$ cat src/rtl/clk_mode_ctrl.sv
// Key-driven mode controller for the clock/stopwatch datapath.
// Registers the mode flags, runs alarm setting and the PAUSE idle timeout.
module clk_mode_ctrl #(
  parameter int unsigned TIMEOUT_CYC = 500000000,
  parameter int unsigned TO_W        = 29
) (
  input  logic       clk,
  input  logic       rst,
  input  logic       key_start,
  input  logic       key_stop,
  input  logic       key_clear,
  input  logic       key_pre,
  input  logic       key_mode,
  output logic       CLK_R,
  output logic       TIME_R,
  output logic       PAUSE_R,
  output logic       STOP_R,
  output logic       CLEAR_R,
  output logic       PRE_R,
  output logic       alarm_set,
  output logic       alarm_ready,
  output logic [2:0] state_code
);

  typedef enum logic [2:0] {
    S_IDLE  = 3'd0,
    S_RUN   = 3'd1,
    S_PAUSE = 3'd2,
    S_STOP  = 3'd3,
    S_CLEAR = 3'd4,
    S_PRE   = 3'd5,
    S_ALARM = 3'd6
  } state_t;

  localparam logic [TO_W-1:0] TO_LAST =
    TO_W'(TIMEOUT_CYC - 1);
  localparam logic [TO_W-1:0] TO_MAX = '1;

  state_t state_q;
  state_t state_d;

  logic [TO_W-1:0] cnt_q;
  logic [TO_W-1:0] cnt_d;

  logic [5:0] flags_q;
  logic [5:0] flags_d;
  logic       ready_d;

  logic key_any;
  logic w_clear;
  logic w_stop;
  logic w_pre;
  logic w_start;
  logic w_mode;

  // Fixed-priority key arbitration: clear > stop > pre > start > mode.
  always_comb begin
    key_any = key_clear | key_stop | key_pre
            | key_start | key_mode;
    w_clear = key_clear;
    w_stop  = key_stop  & ~key_clear;
    w_pre   = key_pre   & ~key_stop & ~key_clear;
    w_start = key_start & ~key_pre
            & ~key_stop & ~key_clear;
    w_mode  = key_mode  & ~key_start & ~key_pre
            & ~key_stop & ~key_clear;
  end

  // Next-state, idle counter and alarm confirm decode.
  always_comb begin
    state_d = state_q;
    cnt_d   = '0;
    ready_d = 1'b0;
    unique case (state_q)
      S_IDLE: begin
        if (w_start)     state_d = S_RUN;
        else if (w_mode) state_d = S_ALARM;
      end
      S_RUN: begin
        if (w_start)     state_d = S_PAUSE;
        else if (w_stop) state_d = S_STOP;
      end
      S_PAUSE: begin
        if (w_start) begin
          state_d = S_RUN;
        end else if (w_stop) begin
          state_d = S_STOP;
        end else if (!key_any) begin
          if (cnt_q == TO_LAST)
            state_d = S_STOP;
          else if (cnt_q != TO_MAX)
            cnt_d = cnt_q + TO_W'(1);
          else
            cnt_d = cnt_q;
        end
      end
      S_STOP: begin
        if (w_clear)      state_d = S_CLEAR;
        else if (w_pre)   state_d = S_PRE;
        else if (w_start) state_d = S_RUN;
        else if (w_mode)  state_d = S_IDLE;
      end
      S_CLEAR: begin
        if (w_pre)        state_d = S_PRE;
        else if (w_start) state_d = S_RUN;
        else if (w_mode)  state_d = S_IDLE;
      end
      S_PRE: begin
        if (w_clear)      state_d = S_CLEAR;
        else if (w_start) state_d = S_RUN;
        else if (w_mode)  state_d = S_IDLE;
      end
      S_ALARM: begin
        if (w_start) begin
          state_d = S_IDLE;
          ready_d = 1'b1;
        end else if (w_mode) begin
          state_d = S_IDLE;
        end
      end
      default: state_d = S_IDLE;
    endcase
    if (state_d != S_PAUSE)
      cnt_d = '0;
  end

  // Flag pattern for the state being entered.
  always_comb begin
    flags_d = 6'b100000;
    unique case (state_d)
      S_IDLE:  flags_d = 6'b100000;
      S_RUN:   flags_d = 6'b110000;
      S_PAUSE: flags_d = 6'b111000;
      S_STOP:  flags_d = 6'b110100;
      S_CLEAR: flags_d = 6'b110110;
      S_PRE:   flags_d = 6'b110111;
      S_ALARM: flags_d = 6'b000000;
      default: flags_d = 6'b100000;
    endcase
  end

  // State, counter and every output are registered together.
  always_ff @(posedge clk) begin
    if (rst) begin
      state_q     <= S_IDLE;
      cnt_q       <= '0;
      flags_q     <= 6'b100000;
      alarm_set   <= 1'b0;
      alarm_ready <= 1'b0;
      state_code  <= 3'd0;
    end else begin
      state_q     <= state_d;
      cnt_q       <= cnt_d;
      flags_q     <= flags_d;
      alarm_set   <= (state_d == S_ALARM);
      alarm_ready <= ready_d;
      state_code  <= state_d;
    end
  end

  assign CLK_R   = flags_q[5];
  assign TIME_R  = flags_q[4];
  assign PAUSE_R = flags_q[3];
  assign STOP_R  = flags_q[2];
  assign CLEAR_R = flags_q[1];
  assign PRE_R   = flags_q[0];

endmodule

$ cat config.mk
export PLATFORM = sky130hd
export DESIGN_NAME = clk_mode_ctrl
export DESIGN_NICKNAME = d
export VERILOG_FILES = /design/src/rtl/clk_mode_ctrl.sv
export SDC_FILE = /design/constraint.sdc
export NUM_CORES = 1
export LEC_CHECK = 0
export BUFFER_PORTS_ARGS = -buffer_cell sky130_fd_sc_hd__buf_2
export CELL_PAD_IN_SITES_DETAIL_PLACEMENT = 1
export CELL_PAD_IN_SITES_GLOBAL_PLACEMENT = 1
export CORE_MARGIN = 3
export CORE_UTILIZATION = 45
export DETAILED_ROUTE_END_ITERATION = 8
export PLACE_DENSITY = 0.81
export SETUP_SLACK_MARGIN = 0.4
export SLEW_MARGIN = 20
export SYNTH_ARGS = -nofsm -noshare
export SYNTH_HDL_FRONTEND = slang
export SYNTH_SLANG_ARGS = --single-unit
$ cat constraint.sdc
create_clock -name clk -period 2.4 [get_ports clk]
set_input_delay 0 -clock clk [delete_from_list [all_inputs] [get_ports clk]]
set_output_delay 0 -clock clk [all_outputs]
set_load 0.005 [all_outputs]
After elaboration in Yosys (flattened, before gate mapping):

Index checks and enable logic that the tools add are counted.

* add/sub/neg operators: 1
* multipliers: 0
* divide/modulo/power cells: 0
* order comparisons: 0
* equality and inequality tests: 15
* shift-type cells: 0
* multiplexer cells: 17
* bitwise operators: 20
* reduce and logical (&&, ||, !) cells: 3

Operators with widths (count)
* 3-bit 2-to-1 mux: 14
* 6-bit case mux with 6 select lines: 1
* 29-bit by 1-bit adder with 29-bit output (second input constant): 1
* 29-bit equality test (second input constant): 1
* 29-bit inequality test (second input constant): 1
* 3-bit case mux with 7 select lines: 1
* 3-bit equality test (second input constant): 6
* 3-bit by 2-bit equality test with 1-bit output (second input constant): 4
* 1-bit bitwise AND: 10
* 7-bit OR reduction: 1
* 3-bit by 1-bit equality test with 1-bit output (second input constant): 2
* 1-bit inverter: 6
* 1-bit OR: 4
* 3-bit logical NOT: 1
* 3-bit by 2-bit inequality test with 1-bit output (second input constant): 1
* 2-bit OR reduction: 1
* 1-bit 2-to-1 mux: 1

* bits in registers: 40
* latch bits: 0
* memory bits (writable): 0
* memory bits (read-only): 0
* input bits: 7
* output and inout bits: 11
* logic and storage cells: 61
* memories kept: 0

Logic depth before layout (Yosys ltp):

* word-level depth: 12
* depth in mapped cells: 8
* depth with buffers taken out: 7

Worst setup path before layout:

Ideal clock, no wire load.

* path type: reg2reg
* start: register cnt_q[0]
* end: register cnt_q[24]
* library setup time: 117 ps
* data arrival time: 1615 ps
* data required time: 2283 ps
* path slack: 668 ps
* stages on the path, launching flop included: 8
* buffers on the path: 0
* period minus slack after synthesis: 1732 ps
* cells stage by stage: dfxtp_1 -> ha_1 -> and4_1 -> nand4_4 -> a211oi_2 -> nand4_1 -> xor2_1 -> nor2_1

* word-level cells in the longest chain between the ends: 8
* elaborated cells between the ends (all ways): 10
* those cells by class: add/sub (1); eq/ne (3); mux (5); reduce/logical (1)

RTL lines
* start: declaration: RTL line 42 `logic [TO_W-1:0] cnt_q;`
* start signal: assignment: RTL line 153 `cnt_q <= cnt_d;`
* 29-bit equality test: RTL line 89 `if (cnt_q == TO_LAST)`
* 3-bit 2-to-1 mux: RTL line 89
* 3-bit 2-to-1 mux: RTL line 88 `end else if (!key_any) begin`
* 3-bit 2-to-1 mux: RTL line 86 `end else if (w_stop) begin`
* 3-bit 2-to-1 mux: RTL line 84 `if (w_start) begin`
* 3-bit case mux with 7 select lines: RTL line 74 `unique case (state_q)`
* 3-bit by 2-bit inequality test with 1-bit output: RTL line 123 `if (state_d != S_PAUSE)`
* 7-bit OR reduction (no line)

Parallel ways exist; a longest one is shown, timed or not.
A chain may end at the register's enable or synchronous reset.

Worst setup path after layout:

* start: register cnt_q[18]
* end: register cnt_q[4]

Same word-level chain as after synthesis.

==> run_results.csv <==
group,metric,value,unit
timing,finalHoldViolations,0,
critical_path,worstPathCellList,"nand3_1, or3_4, o31ai_4, nor2_1, xnor2_1, nor2_1",
floorplan,io_pins,18,
grt,antenna_found_initial,0,
routing,via_per_inst,5.90,
critical_path,crit_required,2.59,ns
clock_tree,clock-sinks,40,
final_layout,layout-drive-gt1-share,0.238,
routing,antenna_left,0,
logic_synthesis,synth_cell_types,52,
critical_path,critPathSlowestCell,"or3_4",
logic_synthesis,ys.flop_type,"dfxtp_1",
floorplan,die_x,74.6,um
final_layout,n_antenna_cell,0,
routing,dr.pass1.iters,4,
clock_tree,cts_root_buffer,"clkbuf_8",
placement,io_buffers,17,
power,power.share.clock,0.426,
power,switching_share,0.242,
hold_path,hp-class,"in -> reg",
final_layout,fin_nets,272,
floorplan,initial_core_util,0.477,
critical_path,startpoint_type,"flip-flop",
grt,overflow,0,
floorplan,die_area,0.00557,mm2
clock_tree,insertion_delay,0.30,ns
power,pwr-share-seq,0.503,
grt,grt_usage,0.206,
routing,wl_per_cell,17.1,um
timing,setup_violations,0,
timing,worstMarginPinSlew,0.402,ns
grt,grt_max_degree,22,
placement,dpl_cell_area,0.00228,mm2
placement,dpl_worst_slack,0.399,ns
timing,tns,0,ns
outcome,outcome,"complete, no violations",
power,combPwrFrac,0.071,
grt,grt_pass1_vias,1877,
routing,drc,0,
logic_synthesis,synthesis.instances,238,
floorplan,coreArea,0.00444,mm2
critical_path,slowest_delay,0.48,ns
logic_synthesis,syn-cell-area,0.00212,mm2
clock_tree,clk_pin_slew,0.09,ns
timing,slew_headroom,0.730,
placement,gp_congestion,0.870,
logic_synthesis,synth-seq-area-share,0.378,
critical_path,crit_path_frequent_cell,"nor2_1",
timing,fin_crit_sh,0.802,
placement,dp_hpwl,3780,um
clock_tree,cts_buffers,5,
power,internal_power,1.03,mW
timing,fin_skew,0.00754,ns
routing,drt_iter0_markers,132,
flow_run,maxCapViolCount,0,
final_layout,final_cell_mix,"nor2_1, dfxtp_1, buf_2",
floorplan,die_h,74.6,um
power,ir_worst_vdd,424,uV
timing,rsz0062_at_grt,"true",
timing,fmax,520,MHz
critical_path,cp_max_fo,5,
critical_path,crit_family,"simple AND/OR/NAND/NOR gates",
logic_synthesis,syn_nets,246,
timing,timing.final.ws_setup,0.476,ns
final_layout,final_cell_area,0.00248,mm2
timing,fin_crit,1.92,ns
placement,dp_cells,306,
routing,drt-total-wl,5420,um
logic_synthesis,synth_seq_cells,40,
logic_synthesis,ys_async_sr_fraction,0,
final_layout,fillers,527,
final_layout,synthToLayoutAreaGrowth,16.8,%
logic_synthesis,synth_edf_count,0,
clock_tree,cts_tree,"built",
logic_synthesis,yosysWarningCount,0,
clock_tree,cts_buffer_depth,2,
grt,grt_pass1_wl,8820,um
routing,vias,1870,
final_layout,fin_cells,317,
clock_tree,htree_levels,2,
timing,maxSlewViolCount,0,
final_layout,layout.cells.most_common,"nor2_1",
power,power_density,550,mW/mm2
logic_synthesis,avgSynthCellArea,8.91,um2
power,switching_power,0.329,mW
critical_path,critPathKind,"reg -> reg",
power,power.leakage,0.830,nW
power,power,1.36,mW
floorplan,fp-row-count,24,
critical_path,cp.arrival,2.11,ns
critical_path,path_buf_inv,0,
critical_path,crit_path_end_kind,"flip-flop",
==> final timing paths <==
check,from,endpoint,slack (ns),cells after the start
max reg2reg,cnt_q[18],cnt_q[4],0.48,6
min reg2reg,cnt_q[28],cnt_q[28],0.51,2
min,key_start,alarm_ready,0.02,3
max,cnt_q[18],cnt_q[4],0.48,6
==> synth_stat cells, types with 2 or more instances <==
cell	n	area, um2
a211oi_1	2	15.0
a21oi_1	3	15.0
a41oi_1	2	17.5
and2_1	2	12.5
and2b_1	2	15.0
and3_1	6	37.5
and4_1	3	26.3
buf_2	4	20.0
dfxtp_1	40	801
inv_1	6	22.5
mux2i_1	2	20.0
nand2_1	15	56.3
nand2b_1	3	18.8
nand3_1	10	50.1
nand4_1	10	62.6
nor2_1	42	158
nor2b_1	3	18.8
nor3_1	14	70.1
nor3_2	2	20.0
nor3_4	2	32.5
nor3b_1	2	15.0
nor4_1	4	25.0
nor4_2	2	25.0
nor4b_1	2	17.5
o21ai_1	4	20.0
or3_1	4	25.0
or3_4	2	22.5
xnor2_1	14	123
xor2_1	8	70.1
==> kinds of logic after synthesis <==
group           Yosys count  share of synthesized area
simple gates            137                      0.377
flops                    40                      0.378
compound gates           24                      0.112
xor+xnor                 22                     0.0909
buf+inv                  11                     0.0218
mux                       3                     0.0148
fa+ha+maj                 1                    0.00590
==> flip-flops by register name, indices dropped and copies added, names as in the netlist <==
name / count
alarm_set: 1
flags_q: 6
state_q: 3
alarm_ready: 1
cnt_q: 29
==> repair_timing <==
| action | in CTS | in global routing |
|---|---|---|
| pin swaps | 0 | 3 |
| setup buffers | 0 | 2 |
| resized for setup | 2 | 11 |
| hold buffers | 1 | 0 |
| endpoints found under the setup margin | 2 | 32 |
| cloned | 0 | 0 |
| hold endpoints to repair | 3 | 0 |
==> per-layer routing <==
layer	GRT usage	wire, um	up-vias
li1	-	-	900
met1	0.241	2380	928
met2	0.379	2810	31
met3	0.0360	150	11
met4	0.0672	77	0
met5	0	0	-
==> through the flow <==
step	util	hold slack [ns]
6_report	0.557	0.0223
4_1_cts	0.543	0.0250
3_5_place_dp	0.513	0.260
2_1_floorplan	-	0.0689
5_1_grt	0.557	0.0513
3_3_place_gp	0.513	0.261
==> power by group through the flow <==
stage	Sequential, mW	Clock (mW)	Combinational [mW]
finish	0.684	0.580	0.0973
global placement	0.699	0	0.0933
detailed placement	0.699	0	0.0955
global route	0.686	0.611	0.107
floorplan	0.696	0	0.0636
CTS	0.684	0.586	0.0986
==> layout make-up <==
cell class              instances  area (um2)  share of cell area
clock inverters                 3        46.3              0.0187
repair buffers                 24         140              0.0566
flip-flops and latches         40         803               0.324
clock buffers                   5        68.8              0.0278
multi-input cells             187        1330               0.537
inverters                       6        22.5             0.00910
well taps                      52        65.1              0.0263
==> worst reg2reg max path, delay by kind of cell (launching register included) <==
kind / cells / cell delay, ns
XOR/XNOR: 1 / 0.15
flip-flops: 1 / 0.45
AO/OA/AOI/OAI: 1 / 0.38
AND/OR/NAND/NOR: 4 / 0.84
Note: power is estimated with default switching activity, not from simulation.
